[src/rtl/ram_arbiter_if.sv]
// Request/response bundle between the fetch and load/store requesters, the arbiter
// and the unified RAM command port.
interface ram_arbiter_if #(
    parameter int ADDR_W = 14
);
    logic              i_req;
    logic [ADDR_W-1:0] i_addr;
    logic              i_gnt;
    logic              i_rvalid;
    logic [31:0]       i_rdata;

    logic              d_req;
    logic              d_we;
    logic [2:0]        d_size;
    logic [ADDR_W-1:0] d_addr;
    logic [31:0]       d_wdata;
    logic              d_gnt;
    logic              d_rvalid;
    logic              d_err;
    logic [31:0]       d_rdata;

    logic              m_en;
    logic              m_we;
    logic [ADDR_W-1:0] m_addr;
    logic [2:0]        m_size;
    logic [31:0]       m_wdata;
    logic [31:0]       m_rdata;

    // Arbiter view
    modport slave (
        input  i_req, i_addr, d_req, d_we, d_size, d_addr, d_wdata, m_rdata,
        output i_gnt, i_rvalid, i_rdata, d_gnt, d_rvalid, d_err, d_rdata,
        output m_en, m_we, m_addr, m_size, m_wdata
    );

    // Requester + RAM view
    modport master (
        output i_req, i_addr, d_req, d_we, d_size, d_addr, d_wdata, m_rdata,
        input  i_gnt, i_rvalid, i_rdata, d_gnt, d_rvalid, d_err, d_rdata,
        input  m_en, m_we, m_addr, m_size, m_wdata
    );
endinterface

[src/rtl/ram_arbiter.sv]
// Two-requester arbiter for the unified RAM: D-priority with an I starvation guard,
// misaligned D rejection, and single-cycle tagged response return.
module ram_arbiter #(
    parameter int ADDR_W     = 14,
    parameter int STARVE_MAX = 3
) (
    input  logic          clk,
    input  logic          reset,
    ram_arbiter_if.slave  bus
);
    localparam int              DATA_W     = 32;
    localparam logic [3:0]      STARVE_LIM = 4'(STARVE_MAX);
    localparam logic [2:0]      SIZE_WORD  = 3'b010;
    localparam logic [ADDR_W-1:0] ADDR_ZERO = '0;

    typedef enum logic [1:0] {
        OWN_NONE  = 2'd0,
        OWN_I     = 2'd1,
        OWN_D_OK  = 2'd2,
        OWN_D_ERR = 2'd3
    } owner_t;

    function automatic logic is_misaligned(input logic [2:0] size, input logic [1:0] addr_lo);
        logic bad;
        case (size)
            3'b000, 3'b100: bad = 1'b0;
            3'b001, 3'b101: bad = addr_lo[0];
            3'b010:         bad = (addr_lo != 2'b00);
            default:        bad = 1'b1;
        endcase
        return bad;
    endfunction

    logic       d_mis;
    logic       i_win;
    logic       d_win;
    logic [3:0] starve_cnt_p0;
    owner_t     owner_p1;
    owner_t     owner_nxt;
    logic       load_p1;
    logic       load_nxt;

    // ---- Stage 0: combinational arbitration and RAM command ----
    always_comb begin
        d_mis = is_misaligned(bus.d_size, bus.d_addr[1:0]);
        i_win = 1'b0;
        d_win = 1'b0;
        if (reset) begin
            if (bus.i_req && ((starve_cnt_p0 >= STARVE_LIM) || !bus.d_req))
                i_win = 1'b1;
            else if (bus.d_req)
                d_win = 1'b1;
        end
    end

    assign bus.i_gnt = i_win;
    assign bus.d_gnt = d_win;

    // A misaligned D win keeps the slot but never strobes the RAM.
    always_comb begin
        bus.m_en    = 1'b0;
        bus.m_we    = 1'b0;
        bus.m_addr  = ADDR_ZERO;
        bus.m_size  = 3'b000;
        bus.m_wdata = '0;
        if (i_win) begin
            bus.m_en   = 1'b1;
            bus.m_addr = bus.i_addr;
            bus.m_size = SIZE_WORD;
        end else if (d_win && !d_mis) begin
            bus.m_en    = 1'b1;
            bus.m_we    = bus.d_we;
            bus.m_addr  = bus.d_addr;
            bus.m_size  = bus.d_size;
            bus.m_wdata = bus.d_wdata;
        end
    end

    always_ff @(posedge clk or negedge reset) begin
        if (!reset)
            starve_cnt_p0 <= 4'd0;
        else if (bus.i_req && !i_win) begin
            if (starve_cnt_p0 != 4'hF)
                starve_cnt_p0 <= starve_cnt_p0 + 4'd1;
        end else
            starve_cnt_p0 <= 4'd0;
    end

    // ---- Stage 1: response owner, loaded from this cycle's grant ----
    always_ff @(posedge clk or negedge reset) begin
        if (!reset) begin
            owner_p1 <= OWN_NONE;
            load_p1  <= 1'b0;
        end else begin
            owner_p1 <= owner_nxt;
            load_p1  <= load_nxt;
        end
    end

    always_comb begin
        owner_nxt = OWN_NONE;
        load_nxt  = 1'b0;
        if (i_win) begin
            owner_nxt = OWN_I;
        end else if (d_win) begin
            owner_nxt = d_mis ? OWN_D_ERR : OWN_D_OK;
            load_nxt  = !bus.d_we;
        end
    end

    always_comb begin
        bus.i_rvalid = (owner_p1 == OWN_I);
        bus.d_rvalid = (owner_p1 == OWN_D_OK) || (owner_p1 == OWN_D_ERR);
        bus.d_err    = (owner_p1 == OWN_D_ERR);
        bus.i_rdata  = {DATA_W{1'b0}};
        bus.d_rdata  = {DATA_W{1'b0}};
        if (owner_p1 == OWN_I)
            bus.i_rdata = bus.m_rdata;
        if ((owner_p1 == OWN_D_OK) && load_p1)
            bus.d_rdata = bus.m_rdata;
    end
endmodule

[src/flat_wrapper.sv]
// flat-port wrapper written by rule: the top's interface ports become plain ports
module ram_arbiter_flat 
#(
    parameter int ADDR_W     = 14,
    parameter int STARVE_MAX = 3
)
  (clk, reset, bus_i_req, bus_i_addr, bus_d_req, bus_d_we, bus_d_size, bus_d_addr, bus_d_wdata, bus_m_rdata, bus_i_gnt, bus_i_rvalid, bus_i_rdata, bus_d_gnt, bus_d_rvalid, bus_d_err, bus_d_rdata, bus_m_en, bus_m_we, bus_m_addr, bus_m_size, bus_m_wdata);
  ram_arbiter_if #(.ADDR_W(ADDR_W)) bus_i ();
  input  logic clk;
  input  logic reset;
  input wire logic [$bits(bus_i.i_req)-1:0] bus_i_req;
  input wire logic [$bits(bus_i.i_addr)-1:0] bus_i_addr;
  input wire logic [$bits(bus_i.d_req)-1:0] bus_d_req;
  input wire logic [$bits(bus_i.d_we)-1:0] bus_d_we;
  input wire logic [$bits(bus_i.d_size)-1:0] bus_d_size;
  input wire logic [$bits(bus_i.d_addr)-1:0] bus_d_addr;
  input wire logic [$bits(bus_i.d_wdata)-1:0] bus_d_wdata;
  input wire logic [$bits(bus_i.m_rdata)-1:0] bus_m_rdata;
  output wire logic [$bits(bus_i.i_gnt)-1:0] bus_i_gnt;
  output wire logic [$bits(bus_i.i_rvalid)-1:0] bus_i_rvalid;
  output wire logic [$bits(bus_i.i_rdata)-1:0] bus_i_rdata;
  output wire logic [$bits(bus_i.d_gnt)-1:0] bus_d_gnt;
  output wire logic [$bits(bus_i.d_rvalid)-1:0] bus_d_rvalid;
  output wire logic [$bits(bus_i.d_err)-1:0] bus_d_err;
  output wire logic [$bits(bus_i.d_rdata)-1:0] bus_d_rdata;
  output wire logic [$bits(bus_i.m_en)-1:0] bus_m_en;
  output wire logic [$bits(bus_i.m_we)-1:0] bus_m_we;
  output wire logic [$bits(bus_i.m_addr)-1:0] bus_m_addr;
  output wire logic [$bits(bus_i.m_size)-1:0] bus_m_size;
  output wire logic [$bits(bus_i.m_wdata)-1:0] bus_m_wdata;
  assign bus_i.i_req = bus_i_req;
  assign bus_i.i_addr = bus_i_addr;
  assign bus_i.d_req = bus_d_req;
  assign bus_i.d_we = bus_d_we;
  assign bus_i.d_size = bus_d_size;
  assign bus_i.d_addr = bus_d_addr;
  assign bus_i.d_wdata = bus_d_wdata;
  assign bus_i.m_rdata = bus_m_rdata;
  assign bus_i_gnt = bus_i.i_gnt;
  assign bus_i_rvalid = bus_i.i_rvalid;
  assign bus_i_rdata = bus_i.i_rdata;
  assign bus_d_gnt = bus_i.d_gnt;
  assign bus_d_rvalid = bus_i.d_rvalid;
  assign bus_d_err = bus_i.d_err;
  assign bus_d_rdata = bus_i.d_rdata;
  assign bus_m_en = bus_i.m_en;
  assign bus_m_we = bus_i.m_we;
  assign bus_m_addr = bus_i.m_addr;
  assign bus_m_size = bus_i.m_size;
  assign bus_m_wdata = bus_i.m_wdata;
  ram_arbiter #(.ADDR_W(ADDR_W), .STARVE_MAX(STARVE_MAX)) u_core (.clk(clk), .reset(reset), .bus(bus_i));
endmodule
[config.mk]
export PLATFORM = sky130hd
export DESIGN_NAME = ram_arbiter_flat
export DESIGN_NICKNAME = d
export VERILOG_FILES = /design/src/rtl/ram_arbiter_if.sv /design/src/rtl/ram_arbiter.sv /design/src/flat_wrapper.sv
export SDC_FILE = /design/constraint.sdc
export NUM_CORES = 1
export LEC_CHECK = 0
export ABC_AREA = 1
export CAP_MARGIN = 20
export CORE_MARGIN = 8
export CORE_UTILIZATION = 20
export DETAILED_ROUTE_END_ITERATION = 10
export GPL_ROUTABILITY_DRIVEN = 0
export PLACE_DENSITY_LB_ADDON = 0.25
export SYNTH_ARGS = -nofsm -noshare
export SYNTH_HDL_FRONTEND = slang
export SYNTH_SLANG_ARGS = --single-unit
[constraint.sdc]
create_clock -name clk -period 1.4 [get_ports clk]
set_input_delay 0.21 -clock clk [delete_from_list [all_inputs] [get_ports clk]]
set_output_delay 0.21 -clock clk [all_outputs]
set_load 0.01 [all_outputs]
-- Word level (Yosys, flattened, before mapping)
Index checks and enable logic that the tools add are counted.
Widths: inputs -> output; s select.
- register bits: 7
- input port bits: 100
- output and inout port bits: 120
- word-level logic and storage cells: 53
- $add $sub $neg: 1
- $lt $le $gt $ge: 1
- eq/ne operators: 9
- muxes and demuxes: 25
- reduce and logical (&&, ||, !) cells: 14
- operator list (kind ; number):
    $mux 32 ; 4
    $mux 14 ; 2
    $mux 1 ; 12
    $mux 4 ; 2
    $eq 3x3->1 const B ; 2
    $mux 3 ; 2
    $add 4x1->4 const B ; 1
    $eq 2x2->1 const B ; 2
    $ge 4x2->1 const B ; 1
    $logic_and 1x1->1 ; 4
    $logic_not 1->1 ; 4
    $mux 2 ; 2
    $ne 4x4->1 const B ; 1
    $reduce_or 2->1 ; 2
    $eq 3x1->1 const B ; 1
    $eq 3x2->1 const B ; 1
    $logic_not 3->1 ; 1
    $pmux 1 s3 ; 1
    $eq 2x1->1 const B ; 1
    $logic_or 1x1->1 ; 2
    $ne 2x2->1 const B ; 1
    $reduce_bool 2->1 ; 1

-- Logic depth before layout (Yosys ltp)
- depth after elaboration: 8
- depth in mapped cells: 8
- gate-level depth less buffers: 7

-- Worst setup path before layout
No wires, ideal clock.
- kind: register -> output
- start point: reg u_core.starve_cnt_p0[0]
- end point: out bus_m_size[0]
- data arrival time: 1.328 ns
- required time: 1.190 ns
- setup slack: -0.138 ns
- cell stages (with the launch flop): 8
- path buffers: 1
- cells stage by stage: dfrtp_1 ha_1 nor2_2 nand2_2 nand2_4 nand3_4 buf_6 nor2_1
- cells in the longest elaborated chain, start to end: 8
- elaborated cells on any way between the ends: 10
- those cells by class: order compare: 1; mux: 6; reduce/logical: 3
- ends and longest elaborated chain (element ; RTL line ; RTL):
    start, declared ; ram_arbiter.sv:37 ; logic [3:0] starve_cnt_p0;
    start signal, assigned ; ram_arbiter.sv:84 ; starve_cnt_p0 <= starve_cnt_p0 + 4'd1;
    $ge 4x2->1 (*) ; ram_arbiter.sv:49 ; if (bus.i_req && ((starve_cnt_p0 >= STARVE_LIM) || !bus.d_req))
    $logic_or 1x1->1 (*) ; ram_arbiter.sv:49 ;
    $logic_and 1x1->1 (*) ; ram_arbiter.sv:49 ;
    $mux 1 ; ram_arbiter.sv:49 ;
    $mux 1 ; ram_arbiter.sv:48 ; if (reset) begin
    $logic_and 1x1->1 ; ram_arbiter.sv:70 ; end else if (d_win && !d_mis) begin
    $mux 3 ; ram_arbiter.sv:70 ;
    $mux 3 (*) ; ram_arbiter.sv:66 ; if (i_win) begin
    end, declared ; flat_wrapper.sv:29 ; output wire logic [$bits(bus_i.m_size)-1:0] bus_m_size;
Mark *: on every way between the ends. The rest lies on a longest branch, timed or not.

-- Worst setup path in the final report
- start point: reg u_core.starve_cnt_p0[1]
- end point: out bus_m_addr[7]
- cells in the longest elaborated chain, start to end: 8
- elaborated cells on any way between the ends: 10
- those cells by class: order compare: 1; mux: 6; reduce/logical: 3
- ends and longest elaborated chain (element ; RTL line ; RTL):
    $ge 4x2->1 (*) ; ram_arbiter.sv:49 ;
    $logic_or 1x1->1 (*) ; ram_arbiter.sv:49 ;
    $logic_and 1x1->1 (*) ; ram_arbiter.sv:49 ;
    $mux 1 ; ram_arbiter.sv:49 ;
    $mux 1 ; ram_arbiter.sv:48 ;
    $logic_and 1x1->1 ; ram_arbiter.sv:70 ;
    $mux 14 ; ram_arbiter.sv:70 ;
    $mux 14 (*) ; ram_arbiter.sv:66 ;
    end, declared ; flat_wrapper.sv:28 ; output wire logic [$bits(bus_i.m_addr)-1:0] bus_m_addr;
Marks and branches as above.

==> impl_metrics.ini <==
[grt]
grt.total_usage_pct = 19.1
antenna_found_initial = 0
grt_pass1_vias = 2824
grt_pass1_wl_um = 14800
grt.overflow.total = 0
grt_max_degree = 21

[clocking]
clock_path_buffers = 2
cts_tree = built
cts_num_sinks = 7
htreeDepth = 1
cts-root-buf = clkbuf_8
clkLatencyLatePin_ps = 230
clkTransAtPathRegs_ps = 40
cts_buffers = 3
hold_buffers = 0

[routing]
wl_um = 11100
drcViolationCount = 0
antenna_left = 0
dr.pass1.iters = 4
viasPerCell = 4.29
wire_per_inst_um = 17.1
drt_iter0_markers = 49
via_count = 2782

[timing]
fin_setup_tns_ps = -43100
slew_viol_final = 0
fmax_mhz = 516
finalClockSkew_ps = 2.99
relSlewSlack_pct = 82.6
period_needed_ps = 1940
rsz0062_at_grt = yes
fin_ws_ps = -539
fin_crit_sh_pct = 138
tightest_slew_ps = 260
finalHoldViolCount = 0
setup_violations = 121

[logic_synthesis]
yosysWarningCount = 0
synthXorXnorAreaFrac_pct = 0.653
synth_top_family_by_area = simple AND/OR/NAND/NOR gates
syn_area_sq_um = 1340
synthAdderAreaFrac_pct = 0.933
yosys-mux-area-fraction_pct = 0
yosys.area_share.simple_pct = 54.5
synth_cell_types = 18
syn_nets = 385
ys_seq_area_share_pct = 13.1
netlist_instances = 284
ys_ff_latch = 7
synth_compound_area_share_pct = 1.49
avgSynthCellArea_sq_um = 4.72

[critical_path]
cp.arrival_ps = 1730
cp_max_fo = 6
path_cells = ha_2 -> nor2_4 -> nand2_4 -> nand3_4 -> clkinvlp_4 -> buf_6 -> nand2_2 -> nand2_1 -> buf_6
critPathSlowestCell = dfrtp_1
critPathTopFamily = buffers and inverters
max_stage_delay_ps = 370
cp-start-kind = register
cp_common_cell = buf_6
critPathKind = reg -> out
end_kind = primary output
crit_buf_inv = 3
worstPathRequired_ps = 1190

[worst_hold_path]
hold_path_class = in -> async

[cells_and_area]
area.growth.synth_to_final_pct = 264
num_antenna_cells = 0
finalNetCount = 670
final_area_sq_um = 4880
mostFrequentLayoutCell = clkdlybuf4s50_1
drive_gt1_share_pct = 56.2
mostFrequentLayoutCells = clkdlybuf4s50_1, buf_6, inv_1, buf_2, nor2_4
fin_cells = 648
fill_cells = 491
finalCoreUtilization_pct = 73.4

[floorplanning]
start_util_pct = 20.2
core_sq_um = 6640
die_h_um = 97.9
die_w_um = 97.9
io_pins = 220
die_area_sq_um = 9580
fp-row-count = 30

[pwr]
total_power_mw = 1.83
power_leakage_nw = 2.57
ir_drop_mv = 0.296
power.density_nw_per_um2 = 375

[place]
numPortBuffers = 219
dp_hpwl_um = 7470
place_area_sq_um = 3870
dp_cells = 594

[flow_run]
drv_cap = 0

[outcome]
outcome = complete, but fails checks
violations = negative setup slack
final timing paths:
kind / start / end / slack [ps] / cells past startpoint
max reg2reg: u_core.starve_cnt_p0[1] / u_core.load_p1 / -50 / 9
max in group asynchronous: reset / u_core.owner_p1[1] / 890 / 2
min: reset / u_core.starve_cnt_p0[2] / 380 / 2
min reg2reg: u_core.starve_cnt_p0[0] / u_core.starve_cnt_p0[0] / 650 / 3
max: u_core.starve_cnt_p0[1] / bus_m_addr[7] / -540 / 9
min in group clk: bus_d_we / u_core.load_p1 / 630 / 3
what timing repair did:
item	CTS	global route
cloned	7	3
setup endpoints to repair	121	124
pin swaps	13	22
buffers inserted	29	20
resized for setup	562	187
through the flow:
stage          hold WS [ps]  worst slack, ps
2_1_floorplan         -85.6            -90.4
3_3_place_gp            590             -809
3_5_place_dp            581             -791
4_1_cts                 374             -580
5_1_grt                 403             -612
6_report                384             -539
worst reg2reg max path: stages (launching register included):
cell and delay (ps):
dfrtp_1 370, ha_2 210, nor2_4 130, nand2_4 90, nand2_4 80, buf_4 140
buf_16 110, nand2_2 50, buf_4 130, nor2_1 70
registers in the layout, summed over array words and instances (netlist names):
signal and cells:
u_core.starve_cnt_p0 4, u_core.owner_p1 2, u_core.load_p1 1
final cells by class:
class / count / area [sq um] / area share (%)
multi-input cells: 181 / 1320 / 27.1
repair inverters: 1 / 7.51 / 0.154
clock buffers: 4 / 45.0 / 0.924
flip-flops and latches: 7 / 176 / 3.62
inverters: 82 / 317 / 6.49
well taps: 80 / 100 / 2.05
repair buffers: 293 / 2910 / 59.7
cells in the mapped netlist:
library cell / n / share of area, %
nand3_1: 1 / 0.37
dfrtp_1: 7 / 13
nor2_1: 112 / 31
clkbuf_1: 7 / 2.0
clkinv_1: 1 / 0.28
buf_2: 3 / 1.1
xor2_1: 1 / 0.65
nand3_4: 1 / 1.3
buf_6: 4 / 3.4
nand2_1: 41 / 11
inv_1: 81 / 23
nand4_1: 15 / 7.0
nand2_2: 2 / 0.93
nand3_2: 1 / 0.75
nand2_4: 1 / 0.84
ha_1: 1 / 0.93
o21ai_0: 4 / 1.5
nor2_2: 1 / 0.47
routing by layer:
| metal | GRT usage [%] | vias to the layer above | part of all wire (%) |
|---|---|---|---|
| met1 | 17.9 | 1236 | 33 |
| met5 | 0 | - | 0 |
| met4 | 4.92 | 0 | 2.1 |
| met2 | 36.0 | 158 | 54 |
| li1 | - | 1369 | - |
| met3 | 9.17 | 19 | 11 |
logic make-up after synthesis:
family / Yosys count
flip-flops: 7
buffers and inverters: 96
AO/OA/AOI/OAI: 4
AND/OR/NAND/NOR: 175
adder cells (fa/ha/maj): 1
XOR/XNOR: 1
report_power, final:
part / switching [mW] / internal (mW)
Combinational: 0.560 / 0.763
Clock: 0.0841 / 0.197
Sequential: 0.00947 / 0.216
Total: 0.653 / 1.18
No activity file was read; power rests on OpenSTA's default activity.
